[src/rtl/snake_vga_top.sv]
// Autonomous Snake demo: 640x480@60 Hz VGA timing with a 40x30 grid of 16x16 cells,
// a border, one food cell and a 4-segment snake that advances in raster order.
module snake_vga_top #(
  parameter int unsigned CLK_DIV     = 4,
  parameter int unsigned MOVE_FRAMES = 8,
  parameter int unsigned FOOD_COL0   = 20,
  parameter int unsigned FOOD_ROW0   = 15
) (
  input  logic       clk,
  input  logic       rst,
  output logic [2:0] vgaRed,
  output logic [2:0] vgaGreen,
  output logic [1:0] vgaBlue,
  output logic       Hsync,
  output logic       Vsync
);

  localparam int unsigned DivW = (CLK_DIV > 1) ? $clog2(CLK_DIV) : 1;
  localparam logic [DivW-1:0] DivLast = DivW'(CLK_DIV - 1);
  localparam logic [7:0] FrameLast = 8'(MOVE_FRAMES - 1);

  localparam logic [9:0] HLast   = 10'd799;
  localparam logic [9:0] HVis    = 10'd640;
  localparam logic [9:0] HSyncS  = 10'd656;
  localparam logic [9:0] HSyncE  = 10'd751;
  localparam logic [9:0] VLast   = 10'd524;
  localparam logic [9:0] VVis    = 10'd480;
  localparam logic [9:0] VSyncS  = 10'd490;
  localparam logic [9:0] VSyncE  = 10'd491;

  localparam logic [7:0] RgbHead   = 8'b111_111_00;
  localparam logic [7:0] RgbBody   = 8'b000_111_00;
  localparam logic [7:0] RgbFood   = 8'b111_000_00;
  localparam logic [7:0] RgbBorder = 8'b111_111_11;

  logic [DivW-1:0] r_div, w_div_nxt;
  logic            w_pix_en;
  logic [9:0]      r_hcount, r_vcount, w_hcount_nxt, w_vcount_nxt;
  logic            w_h_end, w_v_end, w_tick, w_step, w_eat;

  logic [7:0]      r_frame, w_frame_nxt;
  logic [5:0]      r_seg_col [4];
  logic [4:0]      r_seg_row [4];
  logic [5:0]      r_food_col, w_food_col_nxt;
  logic [4:0]      r_food_row, w_food_row_nxt;
  logic [6:0]      w_fc_sum;
  logic [5:0]      w_fr_sum;
  logic [5:0]      w_head_col;
  logic [4:0]      w_head_row;

  logic [5:0]      w_cell_col;
  logic [4:0]      w_cell_row;
  logic            w_is_head, w_is_body, w_is_food, w_is_border, w_visible;
  logic [7:0]      w_rgb, r_rgb;
  logic            r_hsync, r_vsync;

  // Timing counters and pixel divider
  always_comb begin
    w_pix_en     = (r_div == DivLast);
    w_div_nxt    = w_pix_en ? '0 : r_div + 1'b1;
    w_h_end      = (r_hcount == HLast);
    w_v_end      = (r_vcount == VLast);
    w_tick       = w_pix_en && w_h_end && w_v_end;
    w_hcount_nxt = r_hcount;
    w_vcount_nxt = r_vcount;
    if (w_pix_en) begin
      w_hcount_nxt = w_h_end ? 10'd0 : r_hcount + 10'd1;
      if (w_h_end) begin
        w_vcount_nxt = w_v_end ? 10'd0 : r_vcount + 10'd1;
      end
    end
  end

  always_ff @(posedge clk) begin
    if (!rst) begin
      r_div    <= '0;
      r_hcount <= '0;
      r_vcount <= '0;
    end else begin
      r_div    <= w_div_nxt;
      r_hcount <= w_hcount_nxt;
      r_vcount <= w_vcount_nxt;
    end
  end

  // Snake movement and food relocation
  always_comb begin
    w_frame_nxt = r_frame;
    w_step      = 1'b0;
    if (w_tick) begin
      if (r_frame == FrameLast) begin
        w_frame_nxt = 8'd0;
        w_step      = 1'b1;
      end else begin
        w_frame_nxt = r_frame + 8'd1;
      end
    end

    w_head_col = r_seg_col[0] + 6'd1;
    w_head_row = r_seg_row[0];
    if (r_seg_col[0] == 6'd39) begin
      w_head_col = 6'd0;
      w_head_row = (r_seg_row[0] == 5'd29) ? 5'd0 : r_seg_row[0] + 5'd1;
    end
    w_eat = w_step && (w_head_col == r_food_col) && (w_head_row == r_food_row);

    w_fc_sum       = {1'b0, r_food_col} + 7'd17;
    w_fr_sum       = {1'b0, r_food_row} + 6'd11;
    w_food_col_nxt = (w_fc_sum >= 7'd40) ? 6'(w_fc_sum - 7'd40) : w_fc_sum[5:0];
    w_food_row_nxt = (w_fr_sum >= 6'd30) ? 5'(w_fr_sum - 6'd30) : w_fr_sum[4:0];
  end

  always_ff @(posedge clk) begin
    if (!rst) begin
      r_frame <= '0;
      for (int i = 0; i < 4; i++) begin
        r_seg_col[i] <= 6'(10 - i);
        r_seg_row[i] <= 5'd15;
      end
      r_food_col <= 6'(FOOD_COL0);
      r_food_row <= 5'(FOOD_ROW0);
    end else begin
      r_frame <= w_frame_nxt;
      if (w_step) begin
        r_seg_col[0] <= w_head_col;
        r_seg_row[0] <= w_head_row;
        for (int i = 1; i < 4; i++) begin
          r_seg_col[i] <= r_seg_col[i-1];
          r_seg_row[i] <= r_seg_row[i-1];
        end
      end
      if (w_eat) begin
        r_food_col <= w_food_col_nxt;
        r_food_row <= w_food_row_nxt;
      end
    end
  end

  // Pixel colour from the pre-increment counters
  always_comb begin
    w_cell_col  = r_hcount[9:4];
    w_cell_row  = r_vcount[8:4];
    w_visible   = (r_hcount < HVis) && (r_vcount < VVis);
    w_is_head   = (w_cell_col == r_seg_col[0]) && (w_cell_row == r_seg_row[0]);
    w_is_body   = 1'b0;
    for (int i = 1; i < 4; i++) begin
      if ((w_cell_col == r_seg_col[i]) && (w_cell_row == r_seg_row[i])) begin
        w_is_body = 1'b1;
      end
    end
    w_is_food   = (w_cell_col == r_food_col) && (w_cell_row == r_food_row);
    w_is_border = (w_cell_col == 6'd0) || (w_cell_col == 6'd39) ||
                  (w_cell_row == 5'd0) || (w_cell_row == 5'd29);
    w_rgb = 8'h00;
    if (w_visible) begin
      if (w_is_head)        w_rgb = RgbHead;
      else if (w_is_body)   w_rgb = RgbBody;
      else if (w_is_food)   w_rgb = RgbFood;
      else if (w_is_border) w_rgb = RgbBorder;
    end
  end

  always_ff @(posedge clk) begin
    if (!rst) begin
      r_rgb   <= 8'h00;
      r_hsync <= 1'b1;
      r_vsync <= 1'b1;
    end else if (w_pix_en) begin
      r_rgb   <= w_rgb;
      r_hsync <= !((r_hcount >= HSyncS) && (r_hcount <= HSyncE));
      r_vsync <= !((r_vcount >= VSyncS) && (r_vcount <= VSyncE));
    end
  end

  assign vgaRed   = r_rgb[7:5];
  assign vgaGreen = r_rgb[4:2];
  assign vgaBlue  = r_rgb[1:0];
  assign Hsync    = r_hsync;
  assign Vsync    = r_vsync;

endmodule

[config.mk]
export PLATFORM = sky130hd
export DESIGN_NAME = snake_vga_top
export DESIGN_NICKNAME = d
export VERILOG_FILES = /design/src/rtl/snake_vga_top.sv
export SDC_FILE = /design/constraint.sdc
export NUM_CORES = 1
export LEC_CHECK = 0
export ABC_AREA = 1
export CORE_MARGIN = 5
export CORE_UTILIZATION = 25
export DETAILED_ROUTE_END_ITERATION = 8
export GPL_TIMING_DRIVEN = 0
export PLACE_DENSITY = 0.38
export SETUP_SLACK_MARGIN = 0.05
export SYNTH_ARGS = -nofsm -noshare
export SYNTH_HDL_FRONTEND = slang
export SYNTH_SLANG_ARGS = --single-unit
[constraint.sdc]
create_clock -name clk -period 2.65 [get_ports clk]
set_input_delay 0.53 -clock clk [delete_from_list [all_inputs] [get_ports clk]]
set_output_delay 0.53 -clock clk [all_outputs]
set_load 0.02 [all_outputs]
==> impl_results.md, run 1 <==
* Start of the worst register-to-register path: r_seg_col[0][1]
* Average routed wire per standard cell at 14.34 um
* Share of cells above drive strength 1 at 12.85%
* First-pass GRT wire length at 24720 um
* DIE WIDTH at 161.5 um
* CP cell instances: ha_2 > nand2_4 > inv_4 > nand3_4 > buf_6 > nand2_1 > nand2_1 > nand2_1 > nand3_1 > nor2_4 > nand2_1 > nand2_1 > nand3_1
* Die area at 26090 um^2
* RSZ-0062 raised after global routing: no
* Hold slack at 430.1 ps
* Hold crit path type: flip-flop to flip-flop
* CP max-delay cell: edfxtp_1
* Post-synth ARST share at 0%
* Final Instance Count excl. Fillers at 1071
* Critical R2R Capture: r_food_col[2]
* Worst reg-to-reg setup slack at 330 ps
* Critical path startpoint: r_seg_col[0][1]
* Final RePlAce weighted congestion at 0.8015
* Max-cap violations at 0
* Dpl hpwl at 11540 um
* Fill cells at 2459
* CTS buffer count at 9
* Die Ht at 161.5 um
* Final setup fails at 0
* Final Total Pwr at 3.000 mW
* Max-slew violation count at 0
* Htree depth at 3
* Post-DRT Antenna Nets at 0
* Grt total ovfl at 0
* Worst setup path endpoint: r_food_col[2]
* Clock-pin slew on the worst setup and hold paths at 80 ps
* Antenna Cells at 0
* Critical path's largest stage delay at 500 ps
* Initial antenna violation count at 0
* Port-buffer cells at 10
* Commonest non-fill, non-tap cell in the layout: nand2_1
* DRC Markers at 0
* Dpl ws at -446.1 ps
* Most frequent cells in the layout: nand2_1 (185), inv_1 (88), nor2_1 (76), nand3_1 (63), dfxtp_1 (46)
* Synth-to-Final Area Change at 14.39%
* All-Layer GR Usage at 12.12%
* CTS max path bufs at 2
* Clk sinks at 90
* Skew final at 9.992 ps
* Crit path max fanout at 10
* CP most frequent cell: nand2_1
* Synth unique cells at 44
* CTS Hold Buffers Added at 0
* Row cnt at 55
* Vias in the first global route at 4534
* Slew headroom at 43.39%
* LEAKAGE at 2.791 nW
* Final instance area at 6565 um^2
* Clock latency on the worst-skew pair at 360 ps
* Detailed Route WL at 15360 um
* Worst vdd ir at 0.2685 mV
* Mapped Nets at 775
* Core area at 22640 um^2
* Worst-Margin Slew at 849.2 ps
* Number of I/O pins at 12
* Cells after DPL at 1053
* Yosys reg bits at 90
* Hold Crit Start: r_div[0]
* Post-synth EDFFs at 44
* Top cell family by delay on the critical path: simple AND/OR/NAND/NOR gates
* Sequential cell area at 2242 um^2
* Post-route setup TNS at 0 ps
* Via density at 4.373
* Element type at the critical path start: flip-flop
* Reg2reg path depth at 13
* CP Depth at 13
* Critical Path AT at 2540 ps
* Seq/Total Area, Yosys at 39.07%
* Worst Path Required at 2870 ps
* Minimum clock period at 2322 ps
* Main synth FF type: dfxtp_1
* Mapped cell area at 5739 um^2
* Part of the cycle the worst path needs at 87.64%
* Root buf cell: clkbuf_16
* Pwr dens at 457.0 nW/um^2
* Final net count at 798
* Multi-input logic area at 2974 um^2
* CTS tree: done
* F_max at 0.4306 GHz
* Pin count of the biggest net entering global routing at 51
* CP Buf/Inv Count at 2
* Setup CP Type: flip-flop to flip-flop
* Detailed Route Iter0 Violations at 217
* Post-DP Area at 6198 um^2
* Final WS setup at 327.6 ps
* Syn Area/Cell at 7.572 um^2
* Status: finished clean
* Cell count after synthesis at 758
* Crit. End Element: flip-flop
* Util after Layout at 29.00%
* Initial core utilization at 25.35%
* Via Count at 4684
* Final hold violation count at 0
* DRT Pass-1 Iters at 4
* YS warnings at 0
-- what timing repair did --
item,in CTS,in global routing
gates resized for setup,2,7
buffers inserted,0,1
setup endpoints to repair,50,67
endpoints found under the hold margin,0,0
cloned,0,1
pin swaps,0,1
-- registers in the layout, summed over array words and instances, names as in the netlist, 2 cells and up --
signal	cells
r_seg_row	20
r_frame	8
r_vcount	10
r_food_row	5
r_rgb	3
r_div	2
r_food_col	6
r_hcount	10
r_seg_col	24
-- power breakdown --
group          switching, mW  total [mW]  internal (mW)  leakage [nW]
combinational          0.100       0.157         0.0568          1.92
sequential            0.0197        1.50           1.48         0.724
clock                  0.632        1.35          0.714         0.151
total                  0.752        3.00           2.25          2.79
-- final cells by class --
class                           instances  share of cell area (%)
Tap cell                              285                   5.432
Clock inverter                          6                  0.7814
Sequential cell                        90                   34.15
Clock buffer                           10                   3.812
Inverter                               96                   5.603
Multi-Input combinational cell        542                   45.30
Timing Repair Buffer                   11                   1.639
Buffer                                 31                   3.278
-- cells by family (layout without fill, tap and decap cells) --
kind of cell	Yosys count	in the layout	share of synthesized area, %
xor gates and xnor gates	47	47	7.172
and+or+nand+nor	423	424	34.58
buffers and inverters	127	154	10.09
DFF	90	90	39.07
AOI/OAI and AO/OA	56	56	5.821
adders and majority gates	15	15	3.270
-- synthesized netlist by cell type (2+ instances only) --
| library cell | instances | area [um^2] |
|---|---|---|
| nand2_1 | 187 | 701.9 |
| inv_1 | 88 | 330.3 |
| nor2_1 | 76 | 285.3 |
| nand3_1 | 64 | 320.3 |
| dfxtp_1 | 46 | 920.9 |
| edfxtp_1 | 44 | 1321 |
| xor2_1 | 36 | 315.3 |
| nand4_1 | 24 | 150.1 |
| nor3_1 | 24 | 120.1 |
| o21ai_0 | 20 | 100.1 |
| a21oi_1 | 16 | 80.08 |
| ha_1 | 15 | 187.7 |
| xnor2_1 | 11 | 96.34 |
| buf_4 | 10 | 75.07 |
| nand2_2 | 8 | 50.05 |
| or2_2 | 8 | 50.05 |
| buf_2 | 7 | 35.03 |
| buf_6 | 7 | 78.83 |
| clkbuf_1 | 7 | 26.28 |
| nor2_4 | 7 | 78.83 |
| nor2_2 | 6 | 37.54 |
| nor3b_1 | 6 | 45.04 |
| a21oi_2 | 5 | 43.79 |
| inv_2 | 5 | 18.77 |
| nand3_2 | 5 | 50.05 |
| a211oi_1 | 4 | 30.03 |
| a31oi_1 | 3 | 18.77 |
| nand3_4 | 2 | 35.03 |
| nor3_2 | 2 | 20.02 |
-- layer usage --
layer	vias to the layer above	GRT usage [%]	routed length (um)
met1	2125	15.75	7313
met3	9	2.220	377
li1	2508	-	-
met5	-	0	0
met4	0	3.994	232
met2	42	20.37	7440
-- worst min path at each step --
stage	endpoint	slack [ps]	cells past startpoint
5_1_grt	r_div[0]	450	1
2_1_floorplan	r_div[0]	400	1
3_5_place_dp	r_div[0]	420	1
3_3_place_gp	r_div[0]	420	1
4_1_cts	r_div[0]	430	1
6_report	r_div[0]	430	1
Power figures use the tool's default switching activity.
==> inputs of run 2 (changes only) <==
--- a/config.mk
+++ b/config.mk
@@ -15,3 +15,4 @@
 export SYNTH_ARGS = -nofsm -noshare
 export SYNTH_HDL_FRONTEND = slang
 export SYNTH_SLANG_ARGS = --single-unit
+export TNS_END_PERCENT = 100
==> results of run 2 <==
Final layout, timing and power as in run 1 (identical DEF).
==> inputs of run 3 (changes only) <==
--- a/config.mk
+++ b/config.mk
@@ -6,6 +6,7 @@
 export NUM_CORES = 1
 export LEC_CHECK = 0
 export ABC_AREA = 1
+export CAP_MARGIN = 5
 export CORE_MARGIN = 5
 export CORE_UTILIZATION = 25
 export DETAILED_ROUTE_END_ITERATION = 8
==> results of run 3 <==
Final layout, timing and power as in run 1 (identical DEF).
